## config.mk

```make
export PLATFORM = sky130hd
export DESIGN_NAME = instr_fetch_unit
export DESIGN_NICKNAME = d
export VERILOG_FILES = /design/src/rtl/instr_fetch_unit.sv
export SDC_FILE = /design/constraint.sdc
export NUM_CORES = 1
export LEC_CHECK = 0
export ABC_AREA = 1
export BUFFER_PORTS_ARGS = -buffer_cell sky130_fd_sc_hd__buf_2
export CORE_MARGIN = 10
export CORE_UTILIZATION = 30
export CTS_CLUSTER_SIZE = 20
export DETAILED_ROUTE_END_ITERATION = 6
export PLACE_DENSITY_LB_ADDON = 0.15
export SLEW_MARGIN = 20
export SYNTH_ARGS = -nofsm -noshare
export SYNTH_HDL_FRONTEND = slang
export SYNTH_SLANG_ARGS = --single-unit
```

## constraint.sdc

```tcl
create_clock -name clk -period 2.15 [get_ports clk]
set_input_delay 0.1075 -clock clk [delete_from_list [all_inputs] [get_ports clk]]
set_output_delay 0.1075 -clock clk [all_outputs]
set_load 0.05 [all_outputs]
```

## src/rtl/instr_fetch_unit.sv

```systemverilog
// Instruction fetch stage: owns the PC, fetches words over a req/ack handshake and holds the
// fetched word in IR until the control unit advances or redirects.
module instr_fetch_unit #(
    parameter logic [15:0] RESET_VECTOR = 16'h0000,
    parameter logic [15:0] NOP_INSTR    = 16'h0000
) (
    input  logic        clk,
    input  logic        rst_n,
    output logic        imem_req,
    output logic [15:0] imem_addr,
    input  logic        imem_ack,
    input  logic [15:0] imem_data,
    input  logic        advance,
    input  logic        redirect,
    input  logic [15:0] redirect_pc,
    output logic [15:0] ir,
    output logic        ir_valid,
    output logic [15:0] ir_pc,
    output logic [15:0] pc_next
);

    typedef enum logic [1:0] {StReq, StHold, StFlush} state_e;

    state_e      state_q, state_d;
    logic [15:0] pc_q, pc_d;
    logic [15:0] ir_q, ir_d;
    logic        ir_valid_q, ir_valid_d;
    logic [15:0] ir_pc_q, ir_pc_d;
    logic [15:0] pend_q, pend_d;

    always_ff @(posedge clk or negedge rst_n) begin
        if (!rst_n) begin
            state_q    <= StReq;
            pc_q       <= RESET_VECTOR;
            ir_q       <= NOP_INSTR;
            ir_valid_q <= 1'b0;
            ir_pc_q    <= 16'h0000;
            pend_q     <= 16'h0000;
        end else begin
            state_q    <= state_d;
            pc_q       <= pc_d;
            ir_q       <= ir_d;
            ir_valid_q <= ir_valid_d;
            ir_pc_q    <= ir_pc_d;
            pend_q     <= pend_d;
        end
    end

    always_comb begin
        state_d    = state_q;
        pc_d       = pc_q;
        ir_d       = ir_q;
        ir_valid_d = ir_valid_q;
        ir_pc_d    = ir_pc_q;
        pend_d     = pend_q;
        unique case (state_q)
            StReq: begin
                if (redirect) begin
                    if (imem_ack) begin
                        pc_d = redirect_pc;
                    end else begin
                        // Request is outstanding; its address must not move, so park the target.
                        pend_d  = redirect_pc;
                        state_d = StFlush;
                    end
                end else if (imem_ack) begin
                    ir_d       = imem_data;
                    ir_pc_d    = pc_q;
                    pc_d       = pc_q + 16'd1;
                    ir_valid_d = 1'b1;
                    state_d    = StHold;
                end
            end
            StHold: begin
                if (redirect || advance) begin
                    if (redirect) begin
                        pc_d = redirect_pc;
                    end
                    ir_d       = NOP_INSTR;
                    ir_valid_d = 1'b0;
                    state_d    = StReq;
                end
            end
            StFlush: begin
                if (imem_ack) begin
                    pc_d    = redirect ? redirect_pc : pend_q;
                    state_d = StReq;
                end else if (redirect) begin
                    pend_d = redirect_pc;
                end
            end
            default: state_d = StReq;
        endcase
    end

    // Request is suppressed combinationally while reset is held.
    assign imem_req  = rst_n && (state_q != StHold);
    assign imem_addr = pc_q;
    assign ir        = ir_q;
    assign ir_valid  = ir_valid_q;
    assign ir_pc     = ir_pc_q;
    assign pc_next   = ir_pc_q + 16'd1;

endmodule
```

==> metrics.yaml, run 1 <==
grt_overflow: 0
placed_area_sq_um: 4820
cap_violations: 0
io_pins: 103
hold_path.class: "input port to asynchronous set/reset pin"
post-route-period-util: 0.948
ant_nets: 0
die_h_microns: 137
cp.required_ns: 2.04
holdWs_ns: -0.0268
critPathMaxFanout: 4
via_per_inst: 4.61
rows: 42
drcViolationCount: 0
cts_root_buf: "clkbuf_16"
die_x_microns: 137
grt_pass1_wl_microns: 20000
ys_top_cells_by_area: "dfrtp_1 41%, nand2_1 17%, o21ai_0 8.1%"
pre_cts_ws_ns: 0.221
final-max-slew-violation-count: 0
synth_area_sq_um: 4100
drive_above_1_share: 0.226
crit_path_end_kind: "output port"
antenna_found_initial: 0
ctsHtreeMaxLevel: 3
finalHoldViolCount: 42
crit_start: "ir_pc[0]"
syn2layout_area_growth_pct: 28.9
dr_total_vias: 3976
synth_top_area_share: 0.409
grt_max_degree: 68
worstSetupPathType: "flip-flop to output port"
relSlewSlack: 0.428
setup_violations: 0
syn_area_per_cell_sq_um: 7.09
ys_seq_area_frac: 0.409
final.min_clock_period_ns: 2.04
ys_types: 34
ys_seq_elements: 67
clockBufferDepth: 2
cts_tree: "built"
tightest_slew_ns: 0.859
cts.reportedPaths.clkPinSlew_ns: 0.06
fin_cells: 862
syn_inst: 578
mostFrequentLayoutCells: "186 x nand2_1, 99 x buf_2, 66 x o21ai_0, 65 x dfrtp_1, 63 x inv_1"
core_area_sq_um: 13300
grt_pass1_vias: 3835
rsz0062_at_grt: "false"
drt_iter0_drc: 383
fin_nets: 724
syn_nets: 621
antenna_cells: 0
first_pass_iters: 4
stdcell_area_sq_um: 5290
violations: "negative hold slack"
dp_cells: 840
status: "finished with violations"
final.setup.worst_slack_ns: 0.111
cp_data_arrival_time_ns: 1.93
yosysWarnings: 0
cts.sinks: 67
skew_ns: 0.0102
yosys.area.top_type: "dfrtp_1"
start_util: 0.308
routedWlPerCell_microns: 14.4
final_common_cell: "nand2_1"
fillers: 1419
insertion_delay_ns: 0.34
worst_setup_path_start_kind: "flip-flop"
clock.fmax_mhz: 491
die_area_sq_um: 18700
timing.rr.start: "state_q[1]"
track_usage: 0.134
post-dp-hpwl_microns: 9300
io_buffer_count: 102
gp_congestion: 0.825
cts_made_buffers: 9
wirelength_microns: 12400
## registers in the layout, summed over array words and instances (netlist names)
| register | cells |
|---|---|
| imem_addr | 16 |
| ir | 16 |
| ir_pc | 16 |
| pend_q | 16 |
| state_q | 2 |
| ir_valid | 1 |
## cells in the mapped netlist (all sizes together)
cell type / instances
ha: 6
xor2: 9
clkinv: 1
o21bai: 1
inv: 65
o22a: 1
xnor2: 3
nand3: 54
mux2: 1
nand2: 188
nor3: 3
nor2: 23
buf: 17
a21oi: 42
dfrtp: 67
nand3b: 2
clkbuf: 10
or2: 1
o21a: 4
o22ai: 1
a21boi: 1
a211oi: 1
o21ai: 71
nand4: 6
## cell type report
class                      count  area (sq um)  area share
clock inverter                 6           113      0.0213
multi-input combinational    418          2120       0.402
tap                          176           220      0.0417
sequential                    67          1680       0.318
timing repair buffer         119           663       0.125
clock buffer                  10           239      0.0452
inverter                      66           248      0.0469
## per-layer routing
| metal | GRT usage | wire, microns | up-vias |
|---|---|---|---|
| li1 | - | - | 2074 |
| met1 | 0.184 | 5950 | 1806 |
| met2 | 0.194 | 5400 | 84 |
| met4 | 0.0486 | 193 | 0 |
| met5 | 0 | 0 | - |
| met3 | 0.0389 | 892 | 12 |
## stage by stage
stage                     TNS, ns  hold slack (ns)  utilization
final                           0          -0.0268        0.398
after CTS                       0         0.000311        0.393
after global routing            0           0.0107        0.398
after global placement          0            0.346        0.363
after detailed placement        0            0.355        0.363
after floorplan           -0.0666           -0.188            -
## worst max-delay path, cell delays in order, from the launching register on
cell     delay (ns)
dfrtp_2        0.40
ha_4           0.16
nand2_1        0.08
nor3_4         0.28
nand4_4        0.17
nor2_4         0.18
xor2_4         0.15
buf_6          0.17
## timing repair
action                                  4_1_cts  5_1_grt
endpoints found under the hold margin         4        0
setup buffers                                 0        2
pin swaps                                     0        3
hold buffers                                  4        0
gates resized for setup                       4       11
endpoints found under the setup margin        2        4
## final timing paths
path / to / slack [ns] / cells after the start
max in group asynchronous: ir_pc[0] / 1.56 / 2
setup reg to reg: ir_valid / 0.33 / 4
hold reg to reg: pend_q[3] / 0.49 / 1
hold / removal: pend_q[1] / -0.03 / 2
setup / recovery: pc_next[14] / 0.11 / 7
min in group clk: ir[11] / 0 / 3
## logic make-up (layout without fill, tap and decap cells)
family / after synthesis / in the layout / share of synthesized area
AOI/OAI and AO/OA: 122 / 122 / 0.157
and+or+nand+nor: 277 / 277 / 0.290
adders and majority gates: 6 / 6 / 0.0183
buffers and inverters: 93 / 201 / 0.0970
DFF: 67 / 67 / 0.409
xor gates and xnor gates: 12 / 12 / 0.0256
muxes: 1 / 1 / 0.00275
Power of run 1 is not shown: default switching activity piles up to over one toggle a cycle in this logic, so the estimate is an artifact.
==> inputs of run 2 (changes only) <==
--- a/config.mk
+++ b/config.mk
@@ -12,6 +12,7 @@
 export CTS_CLUSTER_SIZE = 20
 export DETAILED_ROUTE_END_ITERATION = 6
 export PLACE_DENSITY_LB_ADDON = 0.15
+export REMOVE_ABC_BUFFERS = 1
 export SLEW_MARGIN = 20
 export SYNTH_ARGS = -nofsm -noshare
 export SYNTH_HDL_FRONTEND = slang
==> run 2 against run 1 <==
Compared with the run above: the flow now finishes without violations; die area unchanged; critical path depth unchanged; cell count decreased by 0.35%; global-route usage down 0.29 points; non-clock buffer count fell by 2; wire length fell by 1.3%; cell area decreased by 3.5%; core utilization down 1.4 points; clock skew fell by 0.0055 ns; sequential cell count did not move; critical endpoint is now pc_next[10]; largest cell class unchanged.
==> metrics.yaml, run 2 (same netlist as run 1, synthesis figures left out) <==
status: "finished clean"
grt_pass1_vias: 3808  # -0.70%
start_util: 0.308  # unchanged
drt_iter0_drc: 248  # -35%
cts_root_buf: "clkbuf_16"
post-route-period-util: 0.922  # -0.0265
grt_pass1_wl_microns: 19700  # -1.8%
die_area_sq_um: 18700  # unchanged
clock.fmax_mhz: 505  # +2.9%
final.setup.worst_slack_ns: 0.168  # +0.0569 ns
worst_setup_path_start_kind: "flip-flop"
antenna_found_initial: 0  # unchanged
core_area_sq_um: 13300  # unchanged
drive_above_1_share: 0.214  # -0.0122
fin_setup_tns_ns: 0  # unchanged
hold_path.class: "input port to flip-flop"
utilization: 0.384  # -0.0139
stdcell_area_sq_um: 5100  # -3.5%
via_per_inst: 4.70  # +1.8%
insertion_delay_ns: 0.33  # about the same
routedWlPerCell_microns: 14.3  # -0.91%
antenna_cells: 0  # unchanged
cts_tree: "built"
final-max-slew-violation-count: 0  # unchanged
final.min_clock_period_ns: 1.98  # -0.0569 ns
cts.sinks: 67  # unchanged
skew_ns: 0.00469  # -0.00548 ns
pre_cts_ws_ns: 0.362  # +0.142 ns
io_buffer_count: 102  # unchanged
placed_area_sq_um: 4800  # -0.44%
die_h_microns: 137  # unchanged
dr_total_vias: 4034  # +1.5%
cap_violations: 0  # unchanged
io_pins: 103  # unchanged
setup_violations: 0  # unchanged
cts.reportedPaths.clkPinSlew_ns: 0.05  # about the same
r2r_cells: 8  # +4
die_x_microns: 137  # unchanged
post-dp-hpwl_microns: 9280  # -0.25%
cts_made_buffers: 9  # unchanged
hold_depth: 3
finalHoldViolCount: 0  # -100%
tightest_slew_ns: 0.656  # -0.202 ns
rows: 42  # unchanged
critPathMaxFanout: 6  # +2
drcViolationCount: 0  # unchanged
relSlewSlack: 0.562  # +0.134
cp.required_ns: 2.04  # about the same
grt_overflow: 0  # unchanged
grt_max_degree: 68  # unchanged
worstSetupPathType: "flip-flop to output port"
ant_nets: 0  # unchanged
fin_nets: 722  # -0.28%
mostFrequentLayoutCells: "186 x nand2_1, 100 x buf_2, 66 x o21ai_0, 64 x dfrtp_1, 63 x inv_1"
syn2layout_area_growth_pct: 24.4
gp_congestion: 0.843  # +2.2%
wirelength_microns: 12300  # -1.3%
track_usage: 0.131  # -0.00295
cp_data_arrival_time_ns: 1.87  # -0.06 ns
crit_path_end_kind: "output port"
final_common_cell: "nand2_1"
first_pass_iters: 4  # unchanged
rsz0062_at_grt: "false"
clockBufferDepth: 2  # unchanged
ctsHtreeMaxLevel: 3  # unchanged
run 2: stage by stage:
stage,hold slack [ns],cells
6_report,0.0146,859
5_1_grt,0.0196,859
4_1_cts,0.00498,859
3_5_place_dp,0.188,843
3_3_place_gp,0.194,843
2_1_floorplan,-0.188,551
run 2: final timing paths:
path / to / startpoint / slack (ns)
max reg2reg: imem_addr[4] / state_q[0] / 0.35
min in group asynchronous: ir[12] / rst_n / 0.35
min: ir[4] / imem_data[4] / 0.01
max: pc_next[10] / ir_pc[0] / 0.17
min reg2reg: pend_q[3] / pend_q[3] / 0.49
max in group asynchronous: ir_pc[2] / rst_n / 1.48
run 2: what timing repair did:
| item | 4_1_cts | 5_1_grt |
|---|---|---|
| hold buffers | 1 | 0 |
| resized for setup | 0 | 8 |
| endpoints found under the hold margin | 67 | 0 |
| setup endpoints to repair | 0 | 3 |
| setup buffers | 0 | 0 |
run 2: routing by layer:
metal	global-route usage	share of wire	routed length (microns)	up-vias
met5	0	0	0	-
met2	0.212	0.46	5640	104
met1	0.162	0.45	5580	1846
met3	0.0370	0.072	890	17
met4	0.0474	0.013	165	0
li1	-	-	-	2067
run 2: cell type report:
class                   count  area (sq um)
fillers                  1409          8200
multi-input cells         418          2030
flip-flops and latches     67          1680
repair buffers            117           643
clock buffers              13           270
inverters                  66           248
well taps                 176           220
clock inverters             2          10.0
run 2: worst max-delay path, cell delays in order (launching register included):
cell and delay [ns]:
dfrtp_2 0.40, ha_2 0.22, nand2_1 0.09, nor3_4 0.18, nand3_1 0.14, nor2_1 0.14, xor2_1 0.16, buf_4 0.22
Power of run 2 is left out for the same reason.
==> inputs of run 3 (changes only) <==
==> constraint.sdc (replaced) <==
create_clock -name clk -period 2.15 [get_ports clk]
set_input_delay 0.215 -clock clk [delete_from_list [all_inputs] [get_ports clk]]
set_output_delay 0.215 -clock clk [all_outputs]
set_load 0.05 [all_outputs]
==> run 3 against run 2 <==
Compared with the run above: sequential cell count unchanged; cell count rose by 0.35%; first-iteration DRC count increased by 13%; die area stayed put; via count down 0.50%; sequential share of layout area fell by 0.70 points; core utilization increased by 0.86 points; clock skew is 0.0031 ns higher.
==> metrics.yaml, run 3 (same netlist as run 1, synthesis figures left out) <==
status: "finished clean"
crit_family: "simple AND/OR/NAND/NOR gates"
io_pins: 103  # unchanged
relSlewSlack: 0.415  # -0.147
mostFrequentLayoutCells: "185 x nand2_1, 97 x buf_2, 66 x o21ai_0, 63 x inv_1, 63 x dfrtp_1"
crit_path_end_kind: "output port"
cts.sinks: 67  # unchanged
syn2layout_area_growth_pct: 27.2
holdWs_ns: 0.0589  # +0.0443 ns
hold_path.class: "input port to asynchronous set/reset pin"
clockBufferDepth: 2  # unchanged
top_layer: "met4"
grt_max_degree: 68  # unchanged
dp_cells: 842  # -0.12%
gp_congestion: 0.824  # -2.3%
final-max-slew-violation-count: 0  # unchanged
cp.required_ns: 1.93  # -0.11 ns
via_per_inst: 4.66  # -0.84%
post-dp-hpwl_microns: 9270  # -0.10%
die_x_microns: 137  # unchanged
drt_iter0_drc: 279  # +13%
ctsHtreeMaxLevel: 3  # unchanged
drive_above_1_share: 0.229  # +0.0151
placed_area_sq_um: 4780  # -0.42%
utilization: 0.392  # +0.00856
finalHoldViolCount: 0  # unchanged
stdcell_area_sq_um: 5210  # +2.2%
slowest_delay_ns: 0.41  # about the same
tightest_slew_ns: 0.878  # +0.221 ns
antenna_found_initial: 0  # unchanged
cp_num_buf_inv: 1  # unchanged
die_h_microns: 137  # unchanged
insertion_delay_ns: 0.34  # about the same
start_util: 0.308  # unchanged
final.min_clock_period_ns: 2.09  # +0.112 ns
cp_data_arrival_time_ns: 1.88  # about the same
cts_root_buf: "clkbuf_16"
grt_pass1_wl_microns: 20300  # +3.0%
cts_tree: "built"
rows: 42  # unchanged
clock.fmax_mhz: 478  # -5.4%
final_common_cell: "nand2_1"
fin_cells: 862  # +0.35%
ctsHoldBuffers: 0  # -1
cap_violations: 0  # unchanged
core_area_sq_um: 13300  # unchanged
grt_overflow: 0  # unchanged
critPathMaxFanout: 4  # -2
wl_met2_microns: 5540  # -1.7%
first_pass_iters: 4  # unchanged
setup_violations: 0  # unchanged
skew_ns: 0.00783  # +0.00314 ns
met3_length_microns: 745  # -16%
drcViolationCount: 0  # unchanged
cts_made_buffers: 9  # unchanged
wirelength_microns: 12500  # +1.4%
cts.reportedPaths.clkPinSlew_ns: 0.06  # about the same
wl_met1_microns: 5880  # +5.2%
fin_nets: 724  # +0.28%
grt_pass1_vias: 3901  # +2.4%
ant_nets: 0  # unchanged
cpMaxStageDelayCell: "dfrtp_2"
worst_setup_path_start_kind: "flip-flop"
routedWlPerCell_microns: 14.4  # +1.1%
rsz0062_at_grt: "true"
antenna_cells: 0  # unchanged
worstSetupPathType: "flip-flop to output port"
dr_total_vias: 4014  # -0.50%
io_buffer_count: 102  # unchanged
post-route-period-util: 0.974  # +0.0521
track_usage: 0.134  # +0.00346
path_cells: "ha_4 > nand2_4 > nor3_4 > nand4_2 > nor2_2 > xor2_1 > buf_4"
die_area_sq_um: 18700  # unchanged
==> run 3: cell type report <==
type                            instances  area (sq um)
Fill cell                            1420          8080
Multi-Input combinational cell        418          2060
Sequential cell                        67          1680
Timing Repair Buffer                  119           654
Inverter                               66           248
Clock buffer                           10           239
Tap cell                              176           220
Clock inverter                          6           113
==> run 3: what timing repair did <==
action,in CTS,in global routing
setup endpoints to repair,2,7
pin swaps,0,6
resized for setup,3,16
setup buffers,0,4
==> run 3: metrics by stage <==
stage / TNS, ns / setup WS [ns]
after floorplan: -3.31 / -0.351
after global placement: 0 / 0.347
after detailed placement: 0 / 0.281
after CTS: 0 / 0.000655
after global routing: -0.138 / -0.0970
final: 0 / 0.0562
==> run 3: worst register-to-register path: stages, from the launching register on <==
cell and delay (ns):
dfrtp_1 0.40, inv_1 0.10, ha_1 0.22, inv_2 0.07
nor2_4 0.11, nand2_2 0.09, a21boi_4 0.33, buf_4 0.29
nand3_1 0.09, o21ai_0 0.08
==> run 3: path summary, 6_finish.rpt <==
path,slack [ns],from,cells after the start,end
worst max-delay path,0.06,ir_pc[1],7,pc_next[14]
worst min-delay path,0.06,rst_n,2,ir[0]
worst max register to register,0.28,state_q[1],9,ir[3]
worst min register to register,0.49,pend_q[4],1,pend_q[4]
max in group asynchronous,1.41,rst_n,2,ir_pc[2]
min in group clk,0.11,imem_data[13],3,ir[13]
==> run 3: layer usage <==
metal | global-route usage | vias up
met4 | 0.0591 | 0
met1 | 0.175 | 1829
met5 | 0 | -
met2 | 0.206 | 90
li1 | - | 2076
met3 | 0.0337 | 19
Power of run 3 is left out for the same reason.
